## config.mk

```make
export PLATFORM = sky130hd
export DESIGN_NAME = credit_out_buffer
export DESIGN_NICKNAME = d
export VERILOG_FILES = /design/src/rtl/credit_out_buffer_pkg.sv /design/src/rtl/credit_out_buffer_credit_counter.sv /design/src/rtl/credit_out_buffer.sv
export SDC_FILE = /design/constraint.sdc
export NUM_CORES = 1
export LEC_CHECK = 0
export ABC_CLOCK_PERIOD_IN_PS = 3900
export BUFFER_PORTS_ARGS = -buffer_cell sky130_fd_sc_hd__buf_2
export CAP_MARGIN = 20
export CORE_UTILIZATION = 55
export CTS_CLUSTER_SIZE = 30
export DETAILED_ROUTE_END_ITERATION = 8
export GPL_TIMING_DRIVEN = 0
export PLACE_DENSITY = 0.76
export SLEW_MARGIN = 20
export SYNTH_ARGS = -nofsm -noshare
export SYNTH_HDL_FRONTEND = slang
export SYNTH_HIERARCHICAL = 1
export SYNTH_SLANG_ARGS = --single-unit
```

## constraint.sdc

```tcl
create_clock -name clk -period 3.9 [get_ports clk]
set_input_delay 0.195 -clock clk [delete_from_list [all_inputs] [get_ports clk]]
set_output_delay 0.195 -clock clk [all_outputs]
set_load 0.05 [all_outputs]
```

## src/rtl/credit_out_buffer_pkg.sv

```systemverilog
// Shared configuration for the credit-based datapath blocks.
//   PATH_WIDTH      : default datapath width of words moving between stages
//   DEFAULT_CREDITS : default number of downstream credits a stage starts with
package credit_out_buffer_pkg;

  localparam int PATH_WIDTH      = 64;
  localparam int DEFAULT_CREDITS = 2;

endpackage

```

## src/rtl/credit_out_buffer_credit_counter.sv

```systemverilog
// credit_counter: saturating up/down credit counter that starts at CREDITS.
// Ports:
//   clk          in  clock, rising edge
//   rst          in  asynchronous active-low reset, reloads CREDITS
//   inc          in  one credit returned by the consumer
//   dec          in  one credit spent (caller only asserts it while nonzero)
//   nonzero      out at least one credit available
//   overflow_err out inc arrived while already at CREDITS with no dec
module credit_counter
  import credit_out_buffer_pkg::*;
#(
  parameter int CREDITS = DEFAULT_CREDITS,
  parameter int CW      = $clog2(CREDITS + 1)
) (
  input  logic clk,
  input  logic rst,
  input  logic inc,
  input  logic dec,
  output logic nonzero,
  output logic overflow_err
);

  localparam logic [CW-1:0] MAX_CRED = CW'(CREDITS);

  logic [CW-1:0] credits;

  // inc and dec together cancel out; inc alone saturates at MAX_CRED.
  always_ff @(posedge clk or negedge rst) begin
    if (!rst) begin
      credits <= MAX_CRED;
    end else if (inc && !dec && credits != MAX_CRED) begin
      credits <= credits + CW'(1);
    end else if (dec && !inc) begin
      credits <= credits - CW'(1);
    end
  end

  assign nonzero      = (credits != '0);
  assign overflow_err = inc && !dec && (credits == MAX_CRED);

endmodule

```

## src/rtl/credit_out_buffer.sv

```systemverilog
// credit_out_buffer: small FIFO sitting behind a credit-driven producer.
// Captures upstream words, returns one upstream credit per drained entry, and
// forwards entries downstream under its own credit counter, gated by done.
// Ports:
//   clk        in  clock, rising edge
//   rst        in  asynchronous active-low reset
//   valid_in   in  upstream word valid
//   data_in    in  upstream word
//   credit_in  in  one-cycle pulse, credit returned by downstream
//   done       in  configuration complete; output side stalls while low
//   credit_out out one-cycle pulse, credit returned upstream
//   data_out   out registered output word (holds when idle)
//   valid_out  out registered output valid
//   err        out sticky protocol violation (overflow write or credit overflow)
module credit_out_buffer
  import credit_out_buffer_pkg::*;
#(
  parameter int WIDTH   = PATH_WIDTH,
  parameter int DEPTH   = 4,
  parameter int CREDITS = DEFAULT_CREDITS,
  parameter int CW      = $clog2(CREDITS + 1)
) (
  input  logic             clk,
  input  logic             rst,
  input  logic             valid_in,
  input  logic [WIDTH-1:0] data_in,
  input  logic             credit_in,
  input  logic             done,
  output logic             credit_out,
  output logic [WIDTH-1:0] data_out,
  output logic             valid_out,
  output logic             err
);

  localparam int AW = $clog2(DEPTH);
  localparam int NW = $clog2(DEPTH + 1);
  localparam logic [NW-1:0] FULL_CNT = NW'(DEPTH);

  logic [WIDTH-1:0] mem [DEPTH];
  logic [AW-1:0]    wr_ptr;
  logic [AW-1:0]    rd_ptr;
  logic [NW-1:0]    count;

  logic credit_nz;
  logic credit_ovf;
  logic full;
  logic pop;
  logic accept;
  logic drop;

  credit_counter #(
    .CREDITS (CREDITS),
    .CW      (CW)
  ) u_credits (
    .clk          (clk),
    .rst          (rst),
    .inc          (credit_in),
    .dec          (pop),
    .nonzero      (credit_nz),
    .overflow_err (credit_ovf)
  );

  // pop looks at the registered credit count, so a credit arriving in the
  // same cycle only enables the pop on the following edge.
  assign full   = (count == FULL_CNT);
  assign pop    = done && (count != '0) && credit_nz;
  // A pop in the same cycle frees the head slot, so a full FIFO can still
  // accept.
  assign accept = valid_in && (!full || pop);
  assign drop   = valid_in && full && !pop;

  // Storage carries no reset; pointers and count define what is valid.
  always_ff @(posedge clk) begin
    if (accept) begin
      mem[wr_ptr] <= data_in;
    end
  end

  // DEPTH is a power of two, so pointer overflow is the modulo wrap.
  always_ff @(posedge clk or negedge rst) begin
    if (!rst) begin
      wr_ptr <= '0;
      rd_ptr <= '0;
      count  <= '0;
    end else begin
      if (accept) wr_ptr <= wr_ptr + AW'(1);
      if (pop)    rd_ptr <= rd_ptr + AW'(1);
      case ({accept, pop})
        2'b10:   count <= count + NW'(1);
        2'b01:   count <= count - NW'(1);
        default: count <= count;
      endcase
    end
  end

  always_ff @(posedge clk or negedge rst) begin
    if (!rst) begin
      valid_out  <= 1'b0;
      credit_out <= 1'b0;
      data_out   <= '0;
      err        <= 1'b0;
    end else begin
      valid_out  <= pop;
      credit_out <= pop;
      if (pop) data_out <= mem[rd_ptr];
      err <= err | drop | credit_ovf;
    end
  end

endmodule

```

==> flow_metrics.env, run 1 <==
export IMPL_clk_path_buf_depth=3
export IMPL_drc=0
export IMPL_drt_iter0_drc=274
export IMPL_antenna_found_initial=0
export IMPL_cts_sinks=331
export IMPL_layout_common_cells="edfxtp_1, nand2_1, buf_2"
export IMPL_path_max_fanout=13
export IMPL_synthDistinctLibCells=28
export IMPL_syn_area_mm2=0.0122
export IMPL_maxSlewViolCount=0
export IMPL_diodes=0
export IMPL_nFillCells=1389
export IMPL_synth_adder_area_share_pct=0.675
export IMPL_cts_tree="built"
export IMPL_syn_num_nets=733
export IMPL_period_share_pct=69.6
export IMPL_io_buffers=135
export IMPL_worstMarginPinSlew_ns=0.771
export IMPL_synth_edf_count=256
export IMPL_ys_ff_latch=331
export IMPL_grt_pass1_wl_um=35900
export IMPL_synth_compound_area_share_pct=0.347
export IMPL_post_place_cells=1078
export IMPL_setup_viol=0
export IMPL_ys_seq_area_share_pct=78.1
export IMPL_initial_core_util_pct=56.1
export IMPL_maxSlewHeadroom_pct=48.6
export IMPL_worst_setup_path_type="flop to flop"
export IMPL_max_freq_mhz=368
export IMPL_layout_nets=976
export IMPL_period_minus_slack_ns=2.71
export IMPL_overflow=0
export IMPL_drt_pass1_iterations=4
export IMPL_detail_route_antenna_nets=0
export IMPL_track_usage_pct=21.4
export IMPL_leakage_uw=0.00593
export IMPL_rsz0062_at_grt="false"
export IMPL_rows=54
export IMPL_dieWidth_um=151
export IMPL_clock_root_buffer="clkbuf_16"
export IMPL_drive_above_1_share_pct=31.0
export IMPL_critPathCaptureType="flop"
export IMPL_grt_max_degree=42
export IMPL_synthToLayoutAreaGrowth_pct=24.0
export IMPL_wirelength_um=23600
export IMPL_synthMuxAreaShare_pct=12.1
export IMPL_die_y_um=151
export IMPL_htreeDepth=2
export IMPL_post_drt_wl_per_cell_um=19.6
export IMPL_ios=136
export IMPL_hpwl_um=14200
export IMPL_dieArea_mm2=0.0229
export IMPL_coreArea_mm2=0.0218
export IMPL_postSynthCellCount=658
export IMPL_hp_class="primary input to flop"
export IMPL_cts_setup_buffers=0
export IMPL_mostFrequentLayoutCell="edfxtp_1"
export IMPL_power_density_mw_per_mm2=835
export IMPL_synth_top_family_by_area="multiplexers"
export IMPL_crit_path_start_kind="flop"
export IMPL_regArea_mm2=0.00957
export IMPL_synth_top_flop_cell="edfxtp_1"
export IMPL_synthSimpleGateAreaFrac_pct=6.65
export IMPL_fin_tns_setup_ns=0
export IMPL_worstPathRequired_ns=4.28
export IMPL_cts_buffers=35
export IMPL_viasPerCell=5.36
export IMPL_grt_pass1_vias=6713
export IMPL_drv_cap=0
export IMPL_yosys_area_share_xor_xnor_pct=0.501
export IMPL_worstPathArrival_ns=3.10
export IMPL_ir_drop_mv=0.593
export IMPL_final_util_pct=69.6
export IMPL_p_total_uw=12700
export IMPL_multi_input_area_mm2=0.00249
export IMPL_clk_pin_slew_worst_paths_ns=0.06
export IMPL_ys_warnings_count=6
export IMPL_clock_latency_ns=0.51
export IMPL_final_cells=1208
export IMPL_avgSynthCellArea_um2=18.6
export IMPL_vias=6472
export IMPL_hold_violations=0
export IMPL_globalplace_congestion=0.766
export IMPL_status="complete, no violations"
export IMPL_skew_ns=0.0126
export IMPL_async_reset_ff_share_pct=22.7
[worst paths after layout]
check	start	end	slack (ns)	cells after the start
hold / removal	done	err$_DFF_PN0_	0.04	4
setup reg to reg	u_credits/credits[1]$_DFFE_PN1P_	count[1]$_DFFE_PN0P_	1.19	7
min in group asynchronous	rst	data_out[16]$_DFFE_PN0P_	0.20	2
max in group asynchronous	rst	rd_ptr[1]$_DFFE_PN0P_	3.10	3
hold reg to reg	data_out[14]$_DFFE_PN0P_	data_out[14]$_DFFE_PN0P_	0.47	2
setup / recovery	u_credits/credits[1]$_DFFE_PN1P_	count[1]$_DFFE_PN0P_	1.19	7
[sequential cells by signal, summed over array words and instances (netlist names)]
register           flops
err                    1
count                  3
u_credits/credits      2
mem                  256
rd_ptr                 2
valid_out              1
wr_ptr                 2
data_out              64
[report_power, final]
part | internal [uW] | switching [uW] | total, uW
Combinational | 1470 | 2830 | 4310
Clock | 1940 | 1280 | 3220
Sequential | 4800 | 345 | 5140
[critical path, stage by stage, from the launching register on]
cell	delay, ns
dfstp_2	0.55
or2_2	0.13
o311ai_2	0.16
inv_1	0.13
clkbuf_1	0.59
ha_1	0.33
fa_1	0.42
mux2_2	0.27
[kinds of logic (layout without fill, tap and decap cells)]
family	count (synthesis)	count (layout)
adder cells (fa/ha/maj)	6	6
flip-flops	331	331
multiplexers	67	67
XOR/XNOR	7	7
AO/OA/AOI/OAI	5	5
buffers and inverters	35	305
AND/OR/NAND/NOR	207	207
[synthesized netlist by cell type (2+ instances only)]
master    count  area (um2)
edfxtp_1    256        7690
mux2_2        2        22.5
nor2b_4       2        27.5
dfrtp_1      74        1850
buf_2        15        75.1
nand2_1     194         728
mux4_2       64        1440
buf_4         3        22.5
ha_1          5        62.6
inv_1         6        22.5
and2_1        4        25.0
xnor2_1       6        52.6
nor2_1        4        15.0
buf_1         3        11.3
buf_6         5        56.3
clkbuf_1      3        11.3
[metrics by stage]
| stage | cell area [um2] | worst slack (ns) | hold slack (ns) |
|---|---|---|---|
| after floorplan | 12200 | 0.806 | -0.101 |
| after global placement | 13300 | -0.437 | 0.404 |
| after detailed placement | 13400 | 1.21 | 0.193 |
| after CTS | 15200 | 1.18 | 0.0297 |
| after global routing | 15200 | 1.11 | 0.0550 |
| final | 15200 | 1.19 | 0.0437 |
[routing by layer]
| metal | up-vias | share of wire, % | wire length (um) | track usage, % |
|---|---|---|---|---|
| li1 | 2941 | - | - | - |
| met1 | 3310 | 41 | 9630 | 27.3 |
| met2 | 184 | 53 | 12500 | 37.5 |
| met3 | 37 | 4.8 | 1130 | 3.73 |
| met4 | 0 | 1.7 | 408 | 6.70 |
| met5 | - | 0 | 0 | 0 |
[area by class of cell]
type / instances / area share, %
repair buffers: 206 / 9.53
inverters: 6 / 0.148
plain buffers: 29 / 1.16
multi-input cells: 292 / 16.4
well taps: 280 / 2.31
clock inverters: 15 / 1.07
flip-flops and latches: 331 / 63.0
clock buffers: 49 / 6.39
[what timing repair did]
item,4_1_cts,5_1_grt
hold endpoints to repair,290,0
hold buffers,66,0
resized for setup,0,0
(Power assumes the default switching activity.)
==> run 2: changes to the inputs <==
--- a/config.mk
+++ b/config.mk
@@ -5,14 +5,14 @@
 export SDC_FILE = /design/constraint.sdc
 export NUM_CORES = 1
 export LEC_CHECK = 0
-export ABC_CLOCK_PERIOD_IN_PS = 3900
+export ABC_CLOCK_PERIOD_IN_PS = 2400
 export BUFFER_PORTS_ARGS = -buffer_cell sky130_fd_sc_hd__buf_2
 export CAP_MARGIN = 20
-export CORE_UTILIZATION = 55
+export CORE_UTILIZATION = 52
 export CTS_CLUSTER_SIZE = 30
 export DETAILED_ROUTE_END_ITERATION = 8
 export GPL_TIMING_DRIVEN = 0
-export PLACE_DENSITY = 0.76
+export PLACE_DENSITY = 0.75
 export SLEW_MARGIN = 20
 export SYNTH_ARGS = -nofsm -noshare
 export SYNTH_HDL_FRONTEND = slang
==> constraint.sdc (replaced) <==
create_clock -name clk -period 2.4 [get_ports clk]
set_input_delay 0.12 -clock clk [delete_from_list [all_inputs] [get_ports clk]]
set_output_delay 0.12 -clock clk [all_outputs]
set_load 0.05 [all_outputs]
==> run 2 against run 1 <==
Compared with the run above: critical path depth increased by 2; clock power increased by 65%; flip-flop and latch count unchanged; combinational power increased by 64%; register-to-register slack got worse by 1.1 ns; sequential power increased by 62%; non-clock buffer count increased by 2; power increased by 64%; setup slack got worse by 1.1 ns; via count decreased by 0.32%; worst hold slack got worse by 0.0025 ns; sequential share of layout area decreased by 0.56 points; largest power group unchanged; highest routed layer unchanged.
==> flow_metrics.env, run 2 (same netlist as run 1, synthesis figures left out) <==
export IMPL_viasPerCell=5.19
export IMPL_track_usage_pct=20.9
export IMPL_wirelength_um=23700
export IMPL_rsz0062_at_grt="false"
export IMPL_layout_common_cells="edfxtp_1, nand2_1, buf_2"
export IMPL_top_register="mem"
export IMPL_worstMarginPinSlew_ns=0.679
export IMPL_critPathCaptureType="flop"
export IMPL_overflow=0
export IMPL_max_freq_mhz=436
export IMPL_clk_pin_slew_worst_paths_ns=0.06
export IMPL_clk_path_buf_depth=3
export IMPL_mostFrequentLayoutCell="edfxtp_1"
export IMPL_status="complete, no violations"
export IMPL_globalplace_congestion=0.700
export IMPL_fin_ws_ns=0.107
export IMPL_reg_largest_list="mem: 256 flops, data_out: 64 flops, count: 3 flops"
export IMPL_io_buffers=135
export IMPL_vias=6451
export IMPL_rows=55
export IMPL_p_clk_share_pct=25.7
export IMPL_leakage_uw=0.00597
export IMPL_skew_ns=0.0205
export IMPL_htreeDepth=2
export IMPL_clock_root_buffer="clkbuf_16"
export IMPL_maxSlewViolCount=0
export IMPL_antenna_found_initial=0
export IMPL_grt_max_degree=47
export IMPL_worstPathRequired_ns=2.77
export IMPL_internal_power_uw=13500
export IMPL_cts_sinks=331
export IMPL_post_drt_wl_per_cell_um=19.1
export IMPL_power_density_mw_per_mm2=1350
export IMPL_die_y_um=155
export IMPL_coreArea_mm2=0.0228
export IMPL_synthToLayoutAreaGrowth_pct=25.1
export IMPL_clock_latency_ns=0.50
export IMPL_dieArea_mm2=0.0242
export IMPL_grt_pass1_wl_um=37500
export IMPL_final_util_pct=67.1
export IMPL_drt_iter0_drc=399
export IMPL_layout_nets=980
export IMPL_dieWidth_um=155
export IMPL_cts_tree="built"
export IMPL_period_share_pct=95.6
export IMPL_drive_above_1_share_pct=31.7
export IMPL_hp_class="primary input to flop"
export IMPL_drv_cap=0
export IMPL_nFillCells=1579
export IMPL_drt_pass1_iterations=5
export IMPL_hold_violations=0
export IMPL_post_place_ws_ns=-0.244
export IMPL_worst_setup_path_type="flop to flop"
export IMPL_p_sw_uw=7250
export IMPL_path_max_fanout=13
export IMPL_period_minus_slack_ns=2.29
export IMPL_detail_route_antenna_nets=0
export IMPL_initial_core_util_pct=53.6
export IMPL_combPwrFrac_pct=34.1
export IMPL_worstPathArrival_ns=2.66
export IMPL_cts_buffers=35
export IMPL_drc=0
export IMPL_seq_power_share_pct=40.3
export IMPL_ir_drop_mv=1.08
export IMPL_crit_path_start_kind="flop"
export IMPL_largest_register_ffs=256
export IMPL_p_sw_share_pct=35.0
export IMPL_maxSlewHeadroom_pct=54.7
export IMPL_hpwl_um=13600
export IMPL_ios=136
export IMPL_grt_pass1_vias=6882
export IMPL_setup_viol=0
## run 2: cell count changes in the layout (fill, tap and decap cells not counted), moves of 2 or more
| cell | delta |
|---|---|
| clkbuf_8 | +6 |
| clkinv_2 | -4 |
| and2_2 | +2 |
| buf_12 | -2 |
| buf_16 | +2 |
| buf_4 | +2 |
## run 2: final timing paths
path | slack [ns] | depth (start not counted) | from | endpoint
worst min register to register | 0.47 | 2 | data_out[46]$_DFFE_PN0P_ | data_out[46]$_DFFE_PN0P_
worst min-delay path | 0.04 | 4 | credit_in | u_credits/credits[1]$_DFFE_PN1P_
worst max-delay path | 0.11 | 9 | u_credits/credits[0]$_DFFE_PN0P_ | count[2]$_DFFE_PN0P_
max in group asynchronous | 1.62 | 3 | rst | data_out[17]$_DFFE_PN0P_
worst max register to register | 0.11 | 9 | u_credits/credits[0]$_DFFE_PN0P_ | count[2]$_DFFE_PN0P_
min in group asynchronous | 0.15 | 2 | rst | data_out[45]$_DFFE_PN0P_
## run 2: metal layers
| layer | wire, um | GRT usage, % |
|---|---|---|
| met5 | 0 | 0 |
| met4 | 443 | 6.16 |
| met3 | 1080 | 3.76 |
| met2 | 12000 | 35.7 |
| met1 | 10200 | 27.6 |
## run 2: through the flow
stage	area, um2	power, uW	setup TNS [ns]	hold WS [ns]	instances
global placement	13300	15200	-202.63	0.333	1106
floorplan	12200	13500	-3.35	-0.176	658
global route	15300	21800	0	0.0596	1243
CTS	15300	20900	0	0.0246	1243
detailed placement	13400	15400	-21.47	0.134	1111
finish	15300	20700	0	0.0412	1244
## run 2: layout make-up
class	count	area, um2	share of cell area [%]
timing repair buffer	208	1480	9.64
inverter	6	22.5	0.147
antenna	1	2.50	0.0163
multi-input combinational	294	2530	16.5
sequential	331	9570	62.4
buffer	29	186	1.22
clock buffer	53	1010	6.62
clock inverter	9	131	0.858
tap	313	392	2.56
## run 2: critical path: stages, from the launching register on
cell	delay (ns)
dfrtp_2	0.44
or2_2	0.34
o311ai_4	0.11
inv_2	0.08
clkbuf_8	0.19
ha_1	0.25
fa_1	0.39
xnor2_1	0.17
nor2_1	0.07
xor2_1	0.13
## run 2: what timing repair did
item	CTS	global route
pin swaps	3	0
endpoints found under the hold margin	289	0
gates cloned	2	0
buffers inserted	2	0
hold buffers	66	0
resized for setup	5	3
setup endpoints to repair	149	2
## run 2: power by group through the flow
| stage | Clock [uW] | Combinational [uW] | Sequential, uW |
|---|---|---|---|
| floorplan | 0 | 3320 | 10200 |
| finish | 5320 | 7060 | 8350 |
| global placement | 0 | 6740 | 8440 |
| detailed placement | 0 | 6990 | 8440 |
| global route | 5650 | 7640 | 8480 |
| CTS | 5430 | 7170 | 8350 |
